==> src/rtl/mem_access_pkg.sv <==
// ============================================================================
// mem_access_pkg : shared memory-op codes and MEM-stage FSM encodings
// Revision: 1.0
// ============================================================================
`default_nettype none

package mem_access_pkg;

   localparam logic [7:0] MEM_NOP = 8'h00;
   localparam logic [7:0] MEM_LB  = 8'h20;
   localparam logic [7:0] MEM_LW  = 8'h23;
   localparam logic [7:0] MEM_SB  = 8'h28;
   localparam logic [7:0] MEM_SW  = 8'h2B;

   localparam logic [1:0] MA_IDLE   = 2'd0;
   localparam logic [1:0] MA_ACCESS = 2'd1;
   localparam logic [1:0] MA_DONE   = 2'd2;

   function automatic logic word_misaligned(input logic [7:0] op, input logic [1:0] lo);
      return ((op == MEM_LW) || (op == MEM_SW)) && (lo != 2'b00);
   endfunction

endpackage

`default_nettype wire

==> src/rtl/mem_lane.sv <==
// ============================================================================
// mem_lane : byte-lane steering for SRAM stores and load extraction
// Revision: 1.0
// ============================================================================
`default_nettype none

module mem_lane (
   input  logic        i_byte,
   input  logic [1:0]  i_lane,
   input  logic [31:0] i_store_data,
   input  logic [31:0] i_load_word,
   output logic [3:0]  o_be_n,
   output logic [31:0] o_store_word,
   output logic [31:0] o_load_data
);

   logic [7:0] w_load_byte;

   always_comb begin
      o_be_n       = 4'h0;
      o_store_word = i_store_data;
      if (i_byte) begin
         o_be_n       = ~(4'b0001 << i_lane);
         o_store_word = {4{i_store_data[7:0]}};
      end
   end

   always_comb begin
      case (i_lane)
         2'd0:    w_load_byte = i_load_word[7:0];
         2'd1:    w_load_byte = i_load_word[15:8];
         2'd2:    w_load_byte = i_load_word[23:16];
         default: w_load_byte = i_load_word[31:24];
      endcase
      o_load_data = i_byte ? {{24{w_load_byte[7]}}, w_load_byte} : i_load_word;
   end

endmodule

`default_nettype wire

==> src/rtl/mem_access.sv <==
// ============================================================================
// mem_access : MEM stage driving a fixed-latency asynchronous SRAM
// Revision: 1.0
// ============================================================================
`default_nettype none

module mem_access
   import mem_access_pkg::*;
#(
   parameter int ADDR_W      = 20,
   parameter int WAIT_CYCLES = 2
) (
   input  logic              clk,
   input  logic              rst,
   input  logic [7:0]        mem_op_i,
   input  logic [31:0]       mem_addr_i,
   input  logic [31:0]       mem_data_i,
   input  logic [31:0]       wdata_i,
   input  logic [4:0]        waddr_i,
   input  logic              we_i,
   output logic              stall_req_o,
   output logic              misalign_o,
   output logic [31:0]       wb_wdata_o,
   output logic [4:0]        wb_waddr_o,
   output logic              wb_we_o,
   output logic [ADDR_W-1:0] sram_addr_o,
   output logic [31:0]       sram_data_o,
   output logic              sram_data_oe_o,
   input  logic [31:0]       sram_data_i,
   output logic              sram_ce_n_o,
   output logic              sram_oe_n_o,
   output logic              sram_we_n_o,
   output logic [3:0]        sram_be_n_o
);

   localparam int                 c_cnt_w = (WAIT_CYCLES > 1) ? $clog2(WAIT_CYCLES) : 1;
   localparam logic [c_cnt_w-1:0] c_last  = c_cnt_w'(WAIT_CYCLES - 1);

   logic [1:0]         r_state;
   logic [1:0]         w_next_state;
   logic [c_cnt_w-1:0] r_cnt;
   logic [31:0]        r_rdata;
   logic               w_is_load;
   logic               w_is_store;
   logic               w_misalign;
   logic               w_start;
   logic [3:0]         w_be_n;
   logic [31:0]        w_store_word;
   logic [31:0]        w_load_data;
   logic               w_unused_addr;

   assign w_is_load     = (mem_op_i == MEM_LB) || (mem_op_i == MEM_LW);
   assign w_is_store    = (mem_op_i == MEM_SB) || (mem_op_i == MEM_SW);
   assign w_misalign    = word_misaligned(mem_op_i, mem_addr_i[1:0]);
   assign w_start       = (r_state == MA_IDLE) && (w_is_load || w_is_store) && !w_misalign;
   assign w_unused_addr = ^mem_addr_i[31:ADDR_W+2];

   mem_lane u_lane (
      .i_byte       ((mem_op_i == MEM_LB) || (mem_op_i == MEM_SB)),
      .i_lane       (mem_addr_i[1:0]),
      .i_store_data (mem_data_i),
      .i_load_word  (r_rdata),
      .o_be_n       (w_be_n),
      .o_store_word (w_store_word),
      .o_load_data  (w_load_data)
   );

   always_ff @(posedge clk or negedge rst) begin
      if (!rst) r_state <= MA_IDLE;
      else      r_state <= w_next_state;
   end

   always_comb begin
      w_next_state = r_state;
      case (r_state)
         MA_IDLE:   if (w_start) w_next_state = MA_ACCESS;
         MA_ACCESS: if (r_cnt == c_last) w_next_state = MA_DONE;
         MA_DONE:   w_next_state = MA_IDLE;
         default:   w_next_state = MA_IDLE;
      endcase
   end

   always_comb begin
      stall_req_o = 1'b0;
      case (r_state)
         MA_IDLE:   stall_req_o = w_start;
         MA_ACCESS: stall_req_o = 1'b1;
         default:   stall_req_o = 1'b0;
      endcase
   end

   // Upstream holds the request stable while stalled, so strobes can be
   // recomputed from the live inputs for every cycle spent in ACCESS.
   always_ff @(posedge clk or negedge rst) begin
      if (!rst) begin
         r_cnt          <= '0;
         r_rdata        <= 32'h0;
         misalign_o     <= 1'b0;
         sram_addr_o    <= '0;
         sram_data_o    <= 32'h0;
         sram_data_oe_o <= 1'b0;
         sram_ce_n_o    <= 1'b1;
         sram_oe_n_o    <= 1'b1;
         sram_we_n_o    <= 1'b1;
         sram_be_n_o    <= 4'hF;
      end else begin
         misalign_o <= (r_state == MA_IDLE) && w_misalign;
         if (r_state == MA_ACCESS) begin
            r_cnt <= (r_cnt == c_last) ? '0 : r_cnt + 1'b1;
            if (r_cnt == c_last) r_rdata <= sram_data_i;
         end
         if (w_start) begin
            sram_addr_o <= mem_addr_i[ADDR_W+1:2];
            sram_data_o <= w_store_word;
         end
         if (w_next_state == MA_ACCESS) begin
            sram_ce_n_o    <= 1'b0;
            sram_oe_n_o    <= !w_is_load;
            sram_we_n_o    <= !w_is_store;
            sram_be_n_o    <= w_is_load ? 4'h0 : w_be_n;
            sram_data_oe_o <= w_is_store;
         end else begin
            sram_ce_n_o    <= 1'b1;
            sram_oe_n_o    <= 1'b1;
            sram_we_n_o    <= 1'b1;
            sram_be_n_o    <= 4'hF;
            sram_data_oe_o <= 1'b0;
         end
      end
   end

   always_ff @(posedge clk or negedge rst) begin
      if (!rst) begin
         wb_wdata_o <= 32'h0;
         wb_waddr_o <= 5'd0;
         wb_we_o    <= 1'b0;
      end else if (!stall_req_o) begin
         wb_waddr_o <= waddr_i;
         if (r_state == MA_DONE) begin
            wb_wdata_o <= w_is_load ? w_load_data : wdata_i;
            wb_we_o    <= we_i;
         end else begin
            wb_wdata_o <= wdata_i;
            wb_we_o    <= we_i && !w_misalign;
         end
      end
   end

endmodule

`default_nettype wire

==> config.mk <==
export PLATFORM = sky130hd
export DESIGN_NAME = mem_access
export DESIGN_NICKNAME = d
export VERILOG_FILES = /design/src/rtl/mem_access_pkg.sv /design/src/rtl/mem_lane.sv /design/src/rtl/mem_access.sv
export SDC_FILE = /design/constraint.sdc
export NUM_CORES = 1
export LEC_CHECK = 0
export ABC_CLOCK_PERIOD_IN_PS = 1700
export CORE_MARGIN = 8
export CORE_UTILIZATION = 40
export DETAILED_ROUTE_END_ITERATION = 12
export GPL_TIMING_DRIVEN = 0
export PLACE_DENSITY = 0.79
export SYNTH_ARGS = -nofsm -noshare
export SYNTH_HDL_FRONTEND = slang
export SYNTH_SLANG_ARGS = --single-unit
==> constraint.sdc <==
create_clock -name clk -period 1.7 [get_ports clk]
set_input_delay 0.34 -clock clk [delete_from_list [all_inputs] [get_ports clk]]
set_output_delay 0.34 -clock clk [all_outputs]
set_load 0.02 [all_outputs]
; ---- After elaboration in Yosys (flattened, before gate mapping)
; Cells that the tools add are included.
[op_classes]
n_reduce_logical = 17
n_eq_ne = 9
div_mod_pow = 0
bitwise = 1
magnitude_cmp = 0
mux = 18
n_shift = 1
n_mul = 0
addsub = 1
[op_table]
columns = op, count
row1 = $mux W32, 4
row2 = $eq A8 B6 Y1 const B, 4
row3 = $pmux W8 S3, 1
row4 = $mux W4, 3
row5 = $eq A2 B1 Y1 const B, 3
row6 = $mux W1, 6
row7 = $logic_and A1 B1 Y1, 5
row8 = $logic_or A1 B1 Y1, 5
row9 = $eq A2 B2 Y1 const B, 2
row10 = $logic_not A2 Y1, 2
row11 = $mux W2, 2
row12 = $not A4 Y4, 1
row13 = $pmux W2 S2, 1
row14 = $shl A1 B2 Y4 const A, 1
row15 = $logic_not A1 Y1, 3
row16 = $pmux W1 S2, 1
row17 = $reduce_and A2 Y1, 1
row18 = $reduce_bool A2 Y1, 1
row19 = $add A1 B1 Y1 const B, 1
[word_totals]
romBits = 0
wordCells = 61
in_bits = 144
mem_count = 0
out_inout_bits = 100
ram_bits = 0
latch_bits = 0
reg_bits = 134

; ---- Logic depth before layout (Yosys ltp)
[depth]
depth_word = 9
depth_mapped = 7
mapped_depth_nobuf = 5

; ---- Modules after synthesis
; Synthesis repeated with hierarchy kept, for this count alone.
[unflattened]
cells_unflattened = 588
hier_area_um2 = 6538.8
[modules_own_cells]
columns = mod, n_inst, area_each_um2, cells_each, seq_area_each_um2
row1 = mem_access, 1, 5492.8, 411, 3362.0
row2 = mem_lane, 1, 1046.0, 177, 0.0

; ---- Least setup slack after synthesis
; No wires, ideal clock.
[synth_path]
path_type = in2reg
from = in mem_addr_i[0]
to = reg wb_waddr_o[0]
setup_ps = 125
arrival_ps = 1616
required_ps = 1575
path_buffers = 2
slack_ps = -41
cell_stages = 6
path_cell_list = buf_4 > and4bb_4 > o211ai_4 > a21oi_2 > buf_6 > mux2_2
[synth_via]
elab_chain_len = 5
[synth_rtl]
columns = element, line
row1 = from (decl), mem_access.sv:16  ; input logic [31:0] mem_addr_i,
row2 = $reduce_bool A2 Y1, mem_access_pkg.sv:20  ; return ((op == MEM_LW) || (op == MEM_SW)) && (lo != 2'b00);
row3 = $logic_and A1 B1 Y1, mem_access_pkg.sv:20
row4 = $logic_not A1 Y1, mem_access.sv:55  ; assign w_start = (r_state == MA_IDLE) && (w_is_load || w_is_store) && !w_misalign;
row5 = $logic_and A1 B1 Y1, mem_access.sv:55
row6 = $pmux W1 S2, mem_access.sv:85  ; case (r_state)
row7 = to (signal assigned), mem_access.sv:138  ; wb_waddr_o <= waddr_i;
row8 = to (decl), mem_access.sv:24  ; output logic [4:0] wb_waddr_o,
; No other way between the ends.
; A chain may end at the register's enable or synchronous reset.

; ---- Worst setup path after layout
[layout_path]
from = reg r_state[0]
to = reg wb_wdata_o[23]
[layout_via]
elab_chain_len = 4
word_cells_on_any_way = 7
classes_between = eq/ne: 2 / mux: 2 / reduce/logical: 3
[layout_rtl]
columns = element, line
row1 = from (decl), mem_access.sv:39  ; logic [1:0] r_state;
row2 = from (signal assigned), mem_access.sv:70  ; else r_state <= w_next_state;
row3 = $logic_not A2 Y1, "mem_access.sv:55, mem_access.sv:85"
row4 = $logic_and A1 B1 Y1 (2 in series), mem_access.sv:55
row5 = $pmux W1 S2, mem_access.sv:85
row6 = to (signal assigned), mem_access.sv:140  ; wb_wdata_o <= w_is_load ? w_load_data : wdata_i;
row7 = to (signal assigned), mem_access.sv:143  ; wb_wdata_o <= wdata_i;
row8 = to (decl), mem_access.sv:23  ; output logic [31:0] wb_wdata_o,
; Parallel ways exist; a longest one is shown, timed or not.

==> flow_summary.yaml <==
clocking:
  clock_sinks: 134
  htree_num_levels: 4
  clock_tree_buffer_depth: 2
  tritoncts: "done"
  insertion_delay_ps: 420
  cts_inserted_buffers: 17
  worst_setup_hold_path_clk_slew_ps: 60
  root_buffer: "clkbuf_16"
synth:
  synth.area.mux_share: 0.141
  synth-edff-count: 0
  synth-xor-area-share: 0.00283
  synthArstFlopShare: 1.00
  synthesis.area_per_instance_um2: 11.9
  netlist_instances: 521
  synth_compound_area_frac: 0.193
  synthesis.nets: 665
  synth_top_family_by_area: "compound AO/OA/AOI/OAI gates"
  synth.distinct_cells: 45
  synthesis.area_mm2: 0.00619
  synth_flop_cell: "dfrtp_1"
  synth_seq_area_share: 0.543
  post_synth_and_or_nand_nor_area_fraction: 0.0732
  ys_ff_latch: 134
  post_synth_fa_ha_maj_area_fraction: 0
  ys.warnings.count: 0
timing:
  timing_max_transition_violations_final: 0
  achievable-frequency_mhz: 548
  slew_at_the_pin_closest_to_its_max_slew_limit_ps: 960
  timing.final.setup_violations: 23
  grt_setup_unrepaired: "true"
  timing.slew.headroom: 0.360
  final_critical_path_setup_slack_ps: -126
  final.setup_skew_ps: 11.8
  final-hold-violation-count: 0
  final.setup.tns_ps: -1250
  timing.final.crit_period_ps: 1830
  fin_crit_sh: 1.07
setup_path:
  endpoint_kind: "register"
  critPathKind: "reg -> reg"
  cp.arrival_ps: 2130
  critical_path_fanout_max: 10
  worstPathRequired_ps: 2000
  start_kind: "register"
placement:
  placement.io_buffers: 230
  detailed_place.area_mm2: 0.00876
  dp_hpwl_um: 16200
  gpl.final_weighted_congestion: 0.888
global_route:
  gr-usage-met2: 0.365
  layer_with_the_highest_usage: "met2"
  global_route.usage.met1: 0.257
  pin_count_of_the_biggest_net_entering_global_routing: 72
  first_global_vias: 5982
  grt_antenna_before_repair: 1
  grtUsageMet3: 0.0734
  grtUsageTotal: 0.219
  global_route_wire_length_before_repair_um: 33400
  globalRouteOverflowTotal: 0
min_path:
  hold_path.class: "in -> reg"
die:
  die-width_um: 140
  pin_count: 244
  placement_rows: 45
  die_y_um: 140
  fp.coreArea_mm2: 0.0151
  floorplan.die_area_mm2: 0.0197
  effective_utilization_at_floorplan: 0.408
run_status:
  outcome: "complete, but fails checks"
  violations: "negative setup slack"
power_and_ir_drop:
  peakVddDrop_mv: 0.780
  total_leakage_power_nw: 4.38
  p_per_area_mw_per_mm2: 1110
drt:
  routed_wire_length_per_instance_um: 22.7
  drt_iter0_markers: 371
  route.final.wire_length_um: 22600
  drt_pre_antenna_iters: 5
  antenna_left: 0
  avgViaCountPerCell: 5.72
  drt_drc_violations_left: 0
  routed-via-count: 5692
finish:
  synthToLayoutAreaGrowth_pct: 61.3
  mostFrequentLayoutCell: "dfrtp_1"
  final_layout_size_suffix_gt1_frac: 0.301
  final_core_util: 0.659
  layout_common_cells: "126 x dfrtp_1, 122 x clkdlybuf4s50_1, 102 x dlygate4sd2_1, 66 x mux2_2"
  postLayoutCellArea_mm2: 0.00998
  fin_nets: 937
flow_run:
  maxCapViolCount: 0
[worst max-delay path: stages, from the launching register on]
cell and delay, ps:
dfrtp_2 450, buf_12 140, nor3b_4 240, and4_4 380, buf_6 170, nor2_1 50
o31ai_1 280
[through the flow]
step           std cells  setup slack, ps  power [mW]  hold WS [ps]
2_1_floorplan        521             5.07        5.55          44.4
3_3_place_gp         939            -4780        6.82           463
3_5_place_dp         940            -1200        6.92           368
4_1_cts              977             -157        10.9           366
5_1_grt              995             -282        11.4           253
6_report             995             -126        11.0           252
[report_power, final]
part / leakage, nW / internal, mW / switching (mW)
Combinational: 2.42 / 1.27 / 1.18
Clock: 0.312 / 2.68 / 1.40
Sequential: 1.65 / 3.88 / 0.615
[synthesized netlist by cell type (all sizes together) (2+ instances only)]
| cell type | instances | area, um2 |
|---|---|---|
| o2111ai | 2 | 23.8 |
| o31ai | 28 | 210 |
| dfrtp | 127 | 3180 |
| a221oi | 25 | 219 |
| a221o | 8 | 80.1 |
| a211oi | 4 | 30.0 |
| o21ai | 28 | 140 |
| xnor2 | 2 | 17.5 |
| nor2b | 2 | 12.5 |
| a21o | 2 | 15.0 |
| nand3 | 3 | 15.0 |
| dfstp | 7 | 184 |
| a211o | 5 | 43.8 |
| mux2 | 69 | 785 |
| inv | 6 | 22.5 |
| o211ai | 29 | 231 |
| clkbuf | 21 | 78.8 |
| mux4 | 3 | 67.6 |
| mux2i | 2 | 20.0 |
| buf | 29 | 185 |
| nor3b | 3 | 33.8 |
| nor2 | 33 | 126 |
| a21oi | 25 | 129 |
| and3 | 13 | 81.3 |
| o311a | 5 | 50.1 |
| nand2 | 30 | 113 |
[final cells by class]
type / count / area, um2
Antenna cell: 1 / 2.50
Buffer: 48 / 337
Clock buffer: 20 / 457
Clock inverter: 12 / 200
Fill cell: 1116 / 5170
Inverter: 6 / 26.3
Multi-Input combinational cell: 331 / 2930
Sequential cell: 134 / 3360
Tap cell: 188 / 235
Timing Repair Buffer: 255 / 2430
[sequential cells by signal (all words and copies together), names as in the netlist, 2 cells and up]
signal and count:
r_rdata 32, r_state 2, sram_addr_o 20, sram_be_n_o 4
sram_data_o 32, wb_waddr_o 5, wb_wdata_o 32
[path summary, 6_finish.rpt]
path                                 startpoint              end  slack, ps  depth (start not counted)
worst max register to register       r_state[0]   wb_wdata_o[23]       -130                          6
worst min-delay path                mem_op_i[3]      sram_we_n_o        250                          2
worst min register to register  sram_data_o[28]  sram_data_o[28]        480                          2
max in group asynchronous                   rst   sram_be_n_o[0]        410                          3
worst max-delay path                 r_state[0]   wb_wdata_o[23]       -130                          6
min in group asynchronous                   rst   sram_data_o[0]        480                          2
[cells by family after synthesis]
kind of cell,Yosys count
AOI/OAI and AO/OA,163
DFF,134
and+or+nand+nor,92
muxes,74
buffers and inverters,56
xor gates and xnor gates,2
[timing repair]
| action | CTS | global route |
|---|---|---|
| pin swaps | 5 | 22 |
| endpoints found under the setup margin | 224 | 110 |
| gates resized for setup | 155 | 85 |
| hold endpoints to repair | 61 | 0 |
| cloned | 0 | 3 |
| setup buffers | 5 | 15 |
| hold buffers | 1 | 0 |
[metal layers]
metal / routed length, um / vias to the layer above
li1: - / 2516
met1: 8660 / 2842
met2: 11400 / 292
met3: 2040 / 42
met4: 512 / 0
met5: 0 / -
Power figures use the tool's default switching activity.
